--- src/rtl/vga_pkg.sv ---
// Shared types and constants for the VGA framebuffer pattern writer.
package vga_pkg;

    localparam int COLOUR_WIDTH = 8;

    typedef enum logic [1:0] {
        MODE_CHEQUER = 2'd0,
        MODE_VSTRIPE = 2'd1,
        MODE_HSTRIPE = 2'd2,
        MODE_SOLID   = 2'd3
    } mode_e;

    typedef enum logic [1:0] {
        ST_IDLE  = 2'd0,
        ST_LATCH = 2'd1,
        ST_FILL  = 2'd2,
        ST_WAIT  = 2'd3
    } state_e;

    // Pixel value for a mode, given the tile-select bits of the column and row.
    function automatic logic pattern_bit(input mode_e mode, input logic xs_bit, input logic y_bit);
        logic pix;
        pix = 1'b1;
        case (mode)
            MODE_CHEQUER: pix = xs_bit ^ y_bit;
            MODE_VSTRIPE: pix = xs_bit;
            MODE_HSTRIPE: pix = y_bit;
            default:      pix = 1'b1;
        endcase
        return pix;
    endfunction

endpackage

--- src/rtl/vga_pattern_writer_if.sv ---
// Framebuffer write port: the pattern writer is the master, the framebuffer the slave.
interface vga_pattern_writer_if #(
    parameter int ADDR_WIDTH = 15
);
    logic [ADDR_WIDTH-1:0] FB_ADDR;
    logic                  FB_DATA;
    logic                  FB_WE;

    modport master (output FB_ADDR, output FB_DATA, output FB_WE);
    modport slave  (input  FB_ADDR, input  FB_DATA, input  FB_WE);
endinterface

--- src/rtl/vga_tick_gen.sv ---
// Free-running period counter; TICK_OUT pulses for one cycle each time it wraps.
module vga_tick_gen #(
    parameter int TICK_WIDTH = 26,
    parameter int TICK_MAX   = 50_000_000
) (
    input  logic CLK,
    input  logic RESET,
    output logic TICK_OUT
);
    localparam logic [TICK_WIDTH-1:0] CNT_LAST = TICK_WIDTH'(TICK_MAX - 1);

    logic [TICK_WIDTH-1:0] cnt;

    // NOTE: flops use non-blocking assignments so every register samples pre-edge values.
    always_ff @(posedge CLK or posedge RESET) begin
        if (RESET) begin
            cnt      <= '0;
            TICK_OUT <= 1'b0;
        end else if (cnt == CNT_LAST) begin
            cnt      <= '0;
            TICK_OUT <= 1'b1;
        end else begin
            cnt      <= cnt + 1'b1;
            TICK_OUT <= 1'b0;
        end
    end
endmodule

--- src/rtl/vga_pattern_writer.sv ---
// Sweeps the 1-bit framebuffer with a selectable pattern once per period tick.
// Define VGA_PATTERN_SCROLL_EN to make the stripe/chequer patterns scroll one pixel per refill.
module vga_pattern_writer
    import vga_pkg::*;
#(
    parameter int H_PIXELS   = 160,
    parameter int V_PIXELS   = 120,
    parameter int ADDR_WIDTH = 15,
    parameter int TILE_LOG2  = 3,
    parameter int TICK_WIDTH = 26,
    parameter int TICK_MAX   = 50_000_000
) (
    input  logic                         CLK,
    input  logic                         RESET,
    input  logic                         ENABLE_IN,
    input  logic [1:0]                   MODE_IN,
    vga_pattern_writer_if.master         fb,
    output logic [2*COLOUR_WIDTH-1:0]    COLOURS_OUT,
    output logic                         BUSY_OUT,
    output logic                         FRAME_DONE
);
    localparam int X_W = $clog2(H_PIXELS);
    localparam int Y_W = $clog2(V_PIXELS);
    localparam int S_W = TILE_LOG2 + 1;
    localparam logic [X_W-1:0] X_LAST = X_W'(H_PIXELS - 1);
    localparam logic [Y_W-1:0] Y_LAST = Y_W'(V_PIXELS - 1);

    state_e                  state;
    mode_e                   mode_q;
    logic [X_W-1:0]          x;
    logic [Y_W-1:0]          y;
    logic [ADDR_WIDTH-1:0]   addr;
    logic [COLOUR_WIDTH-1:0] colour_cnt;
    logic                    tick;
    logic [S_W-1:0]          scroll_use;
    logic                    xs_bit;
    logic                    pix;

    vga_tick_gen #(
        .TICK_WIDTH (TICK_WIDTH),
        .TICK_MAX   (TICK_MAX)
    ) u_tick (
        .CLK      (CLK),
        .RESET    (RESET),
        .TICK_OUT (tick)
    );

    always_ff @(posedge CLK or posedge RESET) begin
        if (RESET) colour_cnt <= '0;
        else if (tick) colour_cnt <= colour_cnt + 1'b1;
    end

    assign COLOURS_OUT = {colour_cnt, {COLOUR_WIDTH{1'b1}}};

`ifdef VGA_PATTERN_SCROLL_EN
    logic [S_W-1:0] scroll_q;

    // The frame being latched uses the count from before this LATCH, so the first frame is unscrolled.
    always_ff @(posedge CLK or posedge RESET) begin
        if (RESET) begin
            scroll_q   <= '0;
            scroll_use <= '0;
        end else if (state == ST_LATCH) begin
            scroll_q   <= scroll_q + 1'b1;
            scroll_use <= scroll_q;
        end
    end
`else
    assign scroll_use = '0;
`endif

    // NOTE: give every always_comb output a default first so no latch is inferred.
    always_comb begin
        xs_bit = 1'((x[S_W-1:0] + scroll_use) >> TILE_LOG2);
        pix    = pattern_bit(mode_q, xs_bit, y[TILE_LOG2]);
    end

    always_ff @(posedge CLK or posedge RESET) begin
        if (RESET) begin
            state      <= ST_IDLE;
            mode_q     <= MODE_CHEQUER;
            x          <= '0;
            y          <= '0;
            addr       <= '0;
            fb.FB_ADDR <= '0;
            fb.FB_DATA <= 1'b0;
            fb.FB_WE   <= 1'b0;
            BUSY_OUT   <= 1'b0;
            FRAME_DONE <= 1'b0;
        end else begin
            fb.FB_WE   <= 1'b0;
            FRAME_DONE <= 1'b0;
            case (state)
                ST_IDLE: begin
                    if (ENABLE_IN) begin
                        state    <= ST_LATCH;
                        BUSY_OUT <= 1'b1;
                    end
                end
                ST_LATCH: begin
                    mode_q   <= mode_e'(MODE_IN);
                    x        <= '0;
                    y        <= '0;
                    addr     <= '0;
                    state    <= ST_FILL;
                    BUSY_OUT <= 1'b1;
                end
                ST_FILL: begin
                    fb.FB_WE   <= 1'b1;
                    fb.FB_ADDR <= addr;
                    fb.FB_DATA <= pix;
                    addr       <= addr + 1'b1;
                    if (x == X_LAST) begin
                        x <= '0;
                        if (y == Y_LAST) begin
                            state      <= ST_WAIT;
                            BUSY_OUT   <= 1'b0;
                            FRAME_DONE <= 1'b1;
                        end else begin
                            y <= y + 1'b1;
                        end
                    end else begin
                        x <= x + 1'b1;
                    end
                end
                ST_WAIT: begin
                    // Ticks seen during FILL are dropped; only a tick here restarts.
                    if (tick) begin
                        state    <= ENABLE_IN ? ST_LATCH : ST_IDLE;
                        BUSY_OUT <= ENABLE_IN;
                    end
                end
                default: state <= ST_IDLE;
            endcase
        end
    end
endmodule
--- src/flat_wrapper.sv ---
// flat-port wrapper written by rule: the top's interface ports become plain ports
module vga_pattern_writer_flat import vga_pkg::*;
#(
    parameter int H_PIXELS   = 160,
    parameter int V_PIXELS   = 120,
    parameter int ADDR_WIDTH = 15,
    parameter int TILE_LOG2  = 3,
    parameter int TICK_WIDTH = 26,
    parameter int TICK_MAX   = 50_000_000
)
  (CLK, RESET, ENABLE_IN, MODE_IN, COLOURS_OUT, BUSY_OUT, FRAME_DONE, fb_FB_ADDR, fb_FB_DATA, fb_FB_WE);
  vga_pattern_writer_if #(.ADDR_WIDTH(ADDR_WIDTH)) fb_i ();
  input  logic CLK;
  input  logic RESET;
  input  logic ENABLE_IN;
  input  logic [1:0] MODE_IN;
  output logic [2*COLOUR_WIDTH-1:0] COLOURS_OUT;
  output logic BUSY_OUT;
  output logic FRAME_DONE;
  output wire logic [$bits(fb_i.FB_ADDR)-1:0] fb_FB_ADDR;
  output wire logic [$bits(fb_i.FB_DATA)-1:0] fb_FB_DATA;
  output wire logic [$bits(fb_i.FB_WE)-1:0] fb_FB_WE;
  assign fb_FB_ADDR = fb_i.FB_ADDR;
  assign fb_FB_DATA = fb_i.FB_DATA;
  assign fb_FB_WE = fb_i.FB_WE;
  vga_pattern_writer #(.H_PIXELS(H_PIXELS), .V_PIXELS(V_PIXELS), .ADDR_WIDTH(ADDR_WIDTH), .TILE_LOG2(TILE_LOG2), .TICK_WIDTH(TICK_WIDTH), .TICK_MAX(TICK_MAX)) u_core (.CLK(CLK), .RESET(RESET), .ENABLE_IN(ENABLE_IN), .MODE_IN(MODE_IN), .fb(fb_i), .COLOURS_OUT(COLOURS_OUT), .BUSY_OUT(BUSY_OUT), .FRAME_DONE(FRAME_DONE));
endmodule
--- config.mk ---
export PLATFORM = sky130hd
export DESIGN_NAME = vga_pattern_writer_flat
export DESIGN_NICKNAME = d
export VERILOG_FILES = /design/src/rtl/vga_pkg.sv /design/src/rtl/vga_pattern_writer_if.sv /design/src/rtl/vga_tick_gen.sv /design/src/rtl/vga_pattern_writer.sv /design/src/flat_wrapper.sv
export SDC_FILE = /design/constraint.sdc
export NUM_CORES = 1
export LEC_CHECK = 0
export ABC_AREA = 1
export CORE_UTILIZATION = 40
export CTS_CLUSTER_SIZE = 8
export DETAILED_ROUTE_END_ITERATION = 6
export MAX_ROUTING_LAYER = met4
export SLEW_MARGIN = 20
export SYNTH_ARGS = -nofsm -noshare
export SYNTH_HDL_FRONTEND = slang
export SYNTH_SLANG_ARGS = --single-unit
--- constraint.sdc ---
create_clock -name CLK -period 3.5 [get_ports CLK]
set_input_delay 0.35 -clock CLK [delete_from_list [all_inputs] [get_ports CLK]]
set_output_delay 0.35 -clock CLK [all_outputs]
set_load 0.01 [all_outputs]
Word-level counts from Yosys, hierarchy flattened
Cells that the tools add are included.

cells by class
  reduce and logical (&&, ||, !) cells = 5
  muxes and demuxes = 24
  equality and inequality tests = 13
  add/sub/neg operators = 5
  bitwise gates (word level) = 1

operators by type and width
  operator                                                          count
  15-bit case mux with 2 select lines                               1
  26-bit by 1-bit adder with 26-bit output (second input constant)  1
  26-bit == test (second input constant)                            1
  26-bit two-way mux                                                1
  8-bit by 1-bit adder with 8-bit output (second input constant)    2
  8-bit case mux with 2 select lines                                1
  15-bit by 1-bit adder with 15-bit output (second input constant)  1
  7-bit two-way mux                                                 2
  7-bit case mux with 2 select lines                                1
  1-bit two-way mux                                                 10
  8-bit == test (second input constant)                             1
  2-bit two-way mux                                                 4
  8-bit two-way mux                                                 1
  2-bit case mux with 4 select lines                                1
  7-bit by 1-bit adder with 7-bit output (second input constant)    1
  7-bit == test (second input constant)                             1
  2-bit == test (second input constant)                             3
  2-bit != test (second input constant)                             3
  2-bit by 1-bit == test with 1-bit output (second input constant)  2
  2-bit zero test                                                   2
  2-bit by 1-bit != test with 1-bit output (second input constant)  2
  1-bit case mux with 4 select lines                                1
  4-bit AND reduction                                               1
  1-bit case mux with 3 select lines                                1
  other kinds (3)                                                   3

word-level totals
  input bits = 5
  logic and storage cells = 61
  bits in registers = 88
  output and inout port bits = 35

Longest topological paths before layout
  word-level depth = 4
  mapped depth = 9
  depth with buffers taken out = 8

By module
Synthesis repeated with hierarchy kept, for this count alone.

unflattened totals
  cell total of the unflattened synthesis = 599
  area, all modules = 4690.7 um2

modules (own cells, without submodules)
  module              area an instance (um2)  sequential area each (um2)  cells an instance  instances
  vga_pattern_writer  3081.7                  1526.5                      383                1
  vga_tick_gen        1609.0                  675.6                       216                1

Least setup slack after synthesis
OpenSTA, ideal clock, no wires.

  path kind = register to register
  from = register u_core.state[0]
  to = register u_core.addr[11]
  cell stages (with the launch flop) = 8
  setup time = 121 ps
  period minus slack after synthesis = 1566 ps
  required time = 3379 ps
  slack = 1934 ps
  arrival time = 1444 ps
  buffers on the path = 0
  cell sequence = dfrtp_1 -> inv_1 -> ha_1 -> nand2_1 -> nor2_2 -> nand4_1 -> o21ai_0 -> nor2_1

on the way
  longest elaborated chain between the ends = 2
  elaborated cells on any way between the ends = 4
  those cells by class = 2 x eq/ne; 1 x mux; 1 x reduce/logical

ends and longest elaborated chain
  item                                                                       line                       text
  from (decl)                                                                vga_pattern_writer.sv:28   state_e state;
  from (signal assigned)                                                     vga_pattern_writer.sv:129  state <= ENABLE_IN ? ST_LATCH : ST_IDLE;
  2-bit == test or 2-bit by 1-bit == test with 1-bit output (tied branches)  vga_pattern_writer.sv:93   case (state)
  15-bit case mux with 2 select lines or 2-bit nonzero test (tied branches)  --
  to (signal assigned)                                                       vga_pattern_writer.sv:112  addr <= addr + 1'b1;
  to (decl)                                                                  vga_pattern_writer.sv:32   logic [ADDR_WIDTH-1:0] addr;

Parallel ways exist; a longest one is shown, timed or not.
A chain may end at the register's enable or synchronous reset.

Worst setup path in the final report
  from = register u_core.state[0]
  to = register u_core.x[7]

on the way
  longest elaborated chain between the ends = 2
  elaborated cells on any way between the ends = 4
  those cells by class = 2 x eq/ne; 1 x mux; 1 x reduce/logical

ends and longest elaborated chain
  item                                                                       line                       text
  2-bit == test or 2-bit by 1-bit == test with 1-bit output (tied branches)  vga_pattern_writer.sv:93
  8-bit case mux with 2 select lines or 2-bit nonzero test (tied branches)   --
  to (signal assigned)                                                       vga_pattern_writer.sv:123  x <= x + 1'b1;
  to (decl)                                                                  vga_pattern_writer.sv:30   logic [X_W-1:0] x;

Parallel ways exist; a longest one is shown, timed or not.

==> impl_results.md <==
- Status: complete, no violations
- Slowest stage cell, crit path: ha_1
- Drt first pass iters: 4
- PortBufs: 31
- PostCTS Resize Cnt: 0
- Mux share of post-synthesis cell area: 0
- Share of cells above drive strength 1: 0.08480
- Adder-cell share of the synthesized area: 0.02698
- Pins Over Slew Limit: 0
- FF-to-FF path depth: 7
- N_diodes: 0
- R2R Path End: u_core.x[7]
- Ys async rst share: 1.000
- Critical Path RT: ~3.7 ns
- Synth warnings: 0
- Hold Crit Class: in -> async
- Initial Util: 0.4187
- CTS tree: yes
- Final Setup Violations: 0
- Clock tree buffer depth: 2
- CTS Root Cell: clkbuf_16
- CTS H-tree lvls: 3
- Max FO, Critical Path: 14
- Core area: 11,080 um2
- Post-synth EDFFs: 0
- Clk_skew: 0.008510 ns
- Post-synthesis cell count: 585
- Die area: 12,030 um2
- Layout Area Growth over Synthesis: 15.73%
- GRT overflow: 0
- Detail Route Antenna Nets: 0
- Xor and xnor area share after synthesis: 0.04532
- Layout fillers: 1,110
- Total number of vias: 3,641
- Crit path depth: 7
- Initial antenna violation count: 0
- Post-CTS Setup Inserts: 0
- Slew margin rel.: 0.6153
- Crit path from: u_core.state[0]
- Wirelength, routed: 8992 um
- Number of buffers created by CTS: 9
- Hold buffers post-CTS: 0
- Largest family of logic cells by synthesized area: simple AND/OR/NAND/NOR gates
- Io pins: 40
- Reg2Reg Setup Slack: 1.40 ns
- CP Buf/Inv Count: 2
- Area contributors post-synth: dfrtp_1 47%, nand2_1 13%, nor2_1 7.0%, inv_1 5.3%, nand3_1 3.8%
- Synthesized flop and latch total: 88
- Worst-path clk slew: approximately 0.070 ns
- Top-count cell post-synth: nand2_1
- Fin. Hold Viols: 0
- Post-synthesis simple-gate area fraction: 0.3164
- Crit. End Element: flop
- Worst-margin pin slew: 0.5770 ns
- Crit Path Class: reg -> reg
- DIE WIDTH: 109.7 um
- 1st-iter DRT viols: 120
- Largest net degree at the start of global routing: 89
- Leak: between 0.002 and 0.003 uW
- Yosys top cell by area: dfrtp_1
- Top-area cell type share of the netlist area: 0.4748
- TNS Setup: 0 ns
- IR drop worst, VDD: between 0.0003 and 0.0004 V
- Vias in the first global route: 3,491
- Most used DFF post-synth: dfrtp_1
- Post-DP Area: 5061 um2
- Syn Area/Cell: 7.929 um2
- Total Nets Final: 635
- Post-synthesis compound-gate area fraction: 0.05692
- Crit-path max cell delay: 0.61 ns
- Reg-to-Reg Start: u_core.state[0]
- Number of vias per cell: 4.759
- CTS Sinks: between 80 and 90
- Delay-heaviest family, CP: adder cells
- MaxCap Viol Count: 0
- Cell Chain, Critical Path: inv_1 > ha_1 > inv_1 > nor2_1 > nand4_1 > o21ai_0 > nor2_1
- Crit path DAT: 2.32 ns
- Startpoint types: flop
- Fmax: around 480 MHz
- Die H: 109.7 um
- Residual DRC: 0
- Post-Syn Area: 4638 um2
- GP Congestion: approximately 0.89
- GRT Total Usage: 0.1716
- Power density over cell area: approximately 530 nW/um2
- Register area share after synthesis: 0.4748
- Row count: 38
- Worst-Skew Late Latency: 0.34 ns
- Synth unique cells: 36
- RSZ-0062 raised after global routing: false
- First-pass GRT wire length: 15,640 um
- Period Utilization, post-route: 0.5997
- WL/cell: 11.75 um
- Synth cell count leaders: 163 x nand2_1, 88 x dfrtp_1, 86 x nor2_1
- Final Cell Area: 5368 um2
- Final min period: 2.099 ns
- HPWL after DPL: 6442 um
cell usage in the layout, fill, tap and decap left out, types with 2 or more instances in the layout:
cell type / count
conb_1: 8
clkdlybuf4s50_1: 31
o21ai_0: 24
nor3_1: 4
a22o_1: 2
a21oi_1: 11
o21ai_2: 4
o21ai_1: 3
nand3_1: 35
xor2_1: 19
nand2_2: 6
nand3b_1: 2
ha_1: 10
dfrtp_1: 88
clkbuf_16: 9
nor2_1: 86
xnor2_1: 5
inv_6: 2
nor2_2: 16
nand4_1: 12
inv_1: 64
nand2_1: 163
or2_2: 2
tightest hold or removal path, cell delays in order:
cell and delay [ns]:
clkdlybuf4s50_1 0.41, clkinv_2 0.06, buf_12 0.36
metal layers:
layer	part of all wire	track usage	vias to the layer above
met1	0.49	0.2149	1689
met3	0.031	0.03912	10
met2	0.47	0.2772	60
li1	-	-	1882
met4	0.013	0.05143	0
met5	0	-	-
flip-flops by register name, indices dropped and copies added (netlist names), 2 cells and up:
signal             count
u_core.u_tick.cnt     26
u_core.addr           15
u_core.fb.FB_ADDR     15
u_core.colour_cnt      8
u_core.x               8
u_core.y               7
u_core.mode_q          2
u_core.state           2
cells by family (layout without fill, tap and decap cells):
family / Yosys count / in the layout
AO/OA/AOI/OAI: 47 / 47
XOR/XNOR: 24 / 24
adder cells (fa/ha/maj): 10 / 10
buffers and inverters: 82 / 115
flip-flops: 88 / 88
other: 1 / 8
AND/OR/NAND/NOR: 333 / 333
worst max-delay path by stage:
stage	end	slack [ns]
after floorplan	u_core.BUSY_OUT	0.87
after global placement	u_core.x[7]	1.54
after detailed placement	u_core.x[7]	1.43
after CTS	u_core.x[7]	1.41
after global routing	u_core.x[7]	1.15
final	u_core.x[7]	1.40
power by group:
group	switching [uW]	internal [uW]	total, uW
clock network	402	579	981
registers	64.7	1100	1170
logic	474	233	707
metrics by stage:
step / worst slack (ns) / total power, uW / hold slack, ns / instances / util
3_5_place_dp: 1.427 / 1899 / 0.4582 / 749 / 0.4569
3_3_place_gp: 1.540 / 1880 / 0.4573 / 749 / 0.4569
2_1_floorplan: 0.8714 / 1736 / 0.4326 / 592 / -
6_report: 1.401 / 2858 / 0.4171 / 765 / 0.4845
5_1_grt: 1.146 / 3048 / 0.4933 / 765 / 0.4845
4_1_cts: 1.405 / 2892 / 0.4586 / 765 / 0.4845
cell type report:
class | instances | area, um2 | area share
Multi-Input combinational cell | 422 | 2097 | 0.3907
Sequential cell | 88 | 2202 | 0.4103
Timing Repair Buffer | 33 | 337.8 | 0.06294
Inverter | 66 | 249.0 | 0.04639
Tap cell | 140 | 175.2 | 0.03263
Clock inverter | 5 | 63.81 | 0.01189
Clock buffer | 11 | 242.7 | 0.04522
No activity file was read; power rests on OpenSTA's default activity.
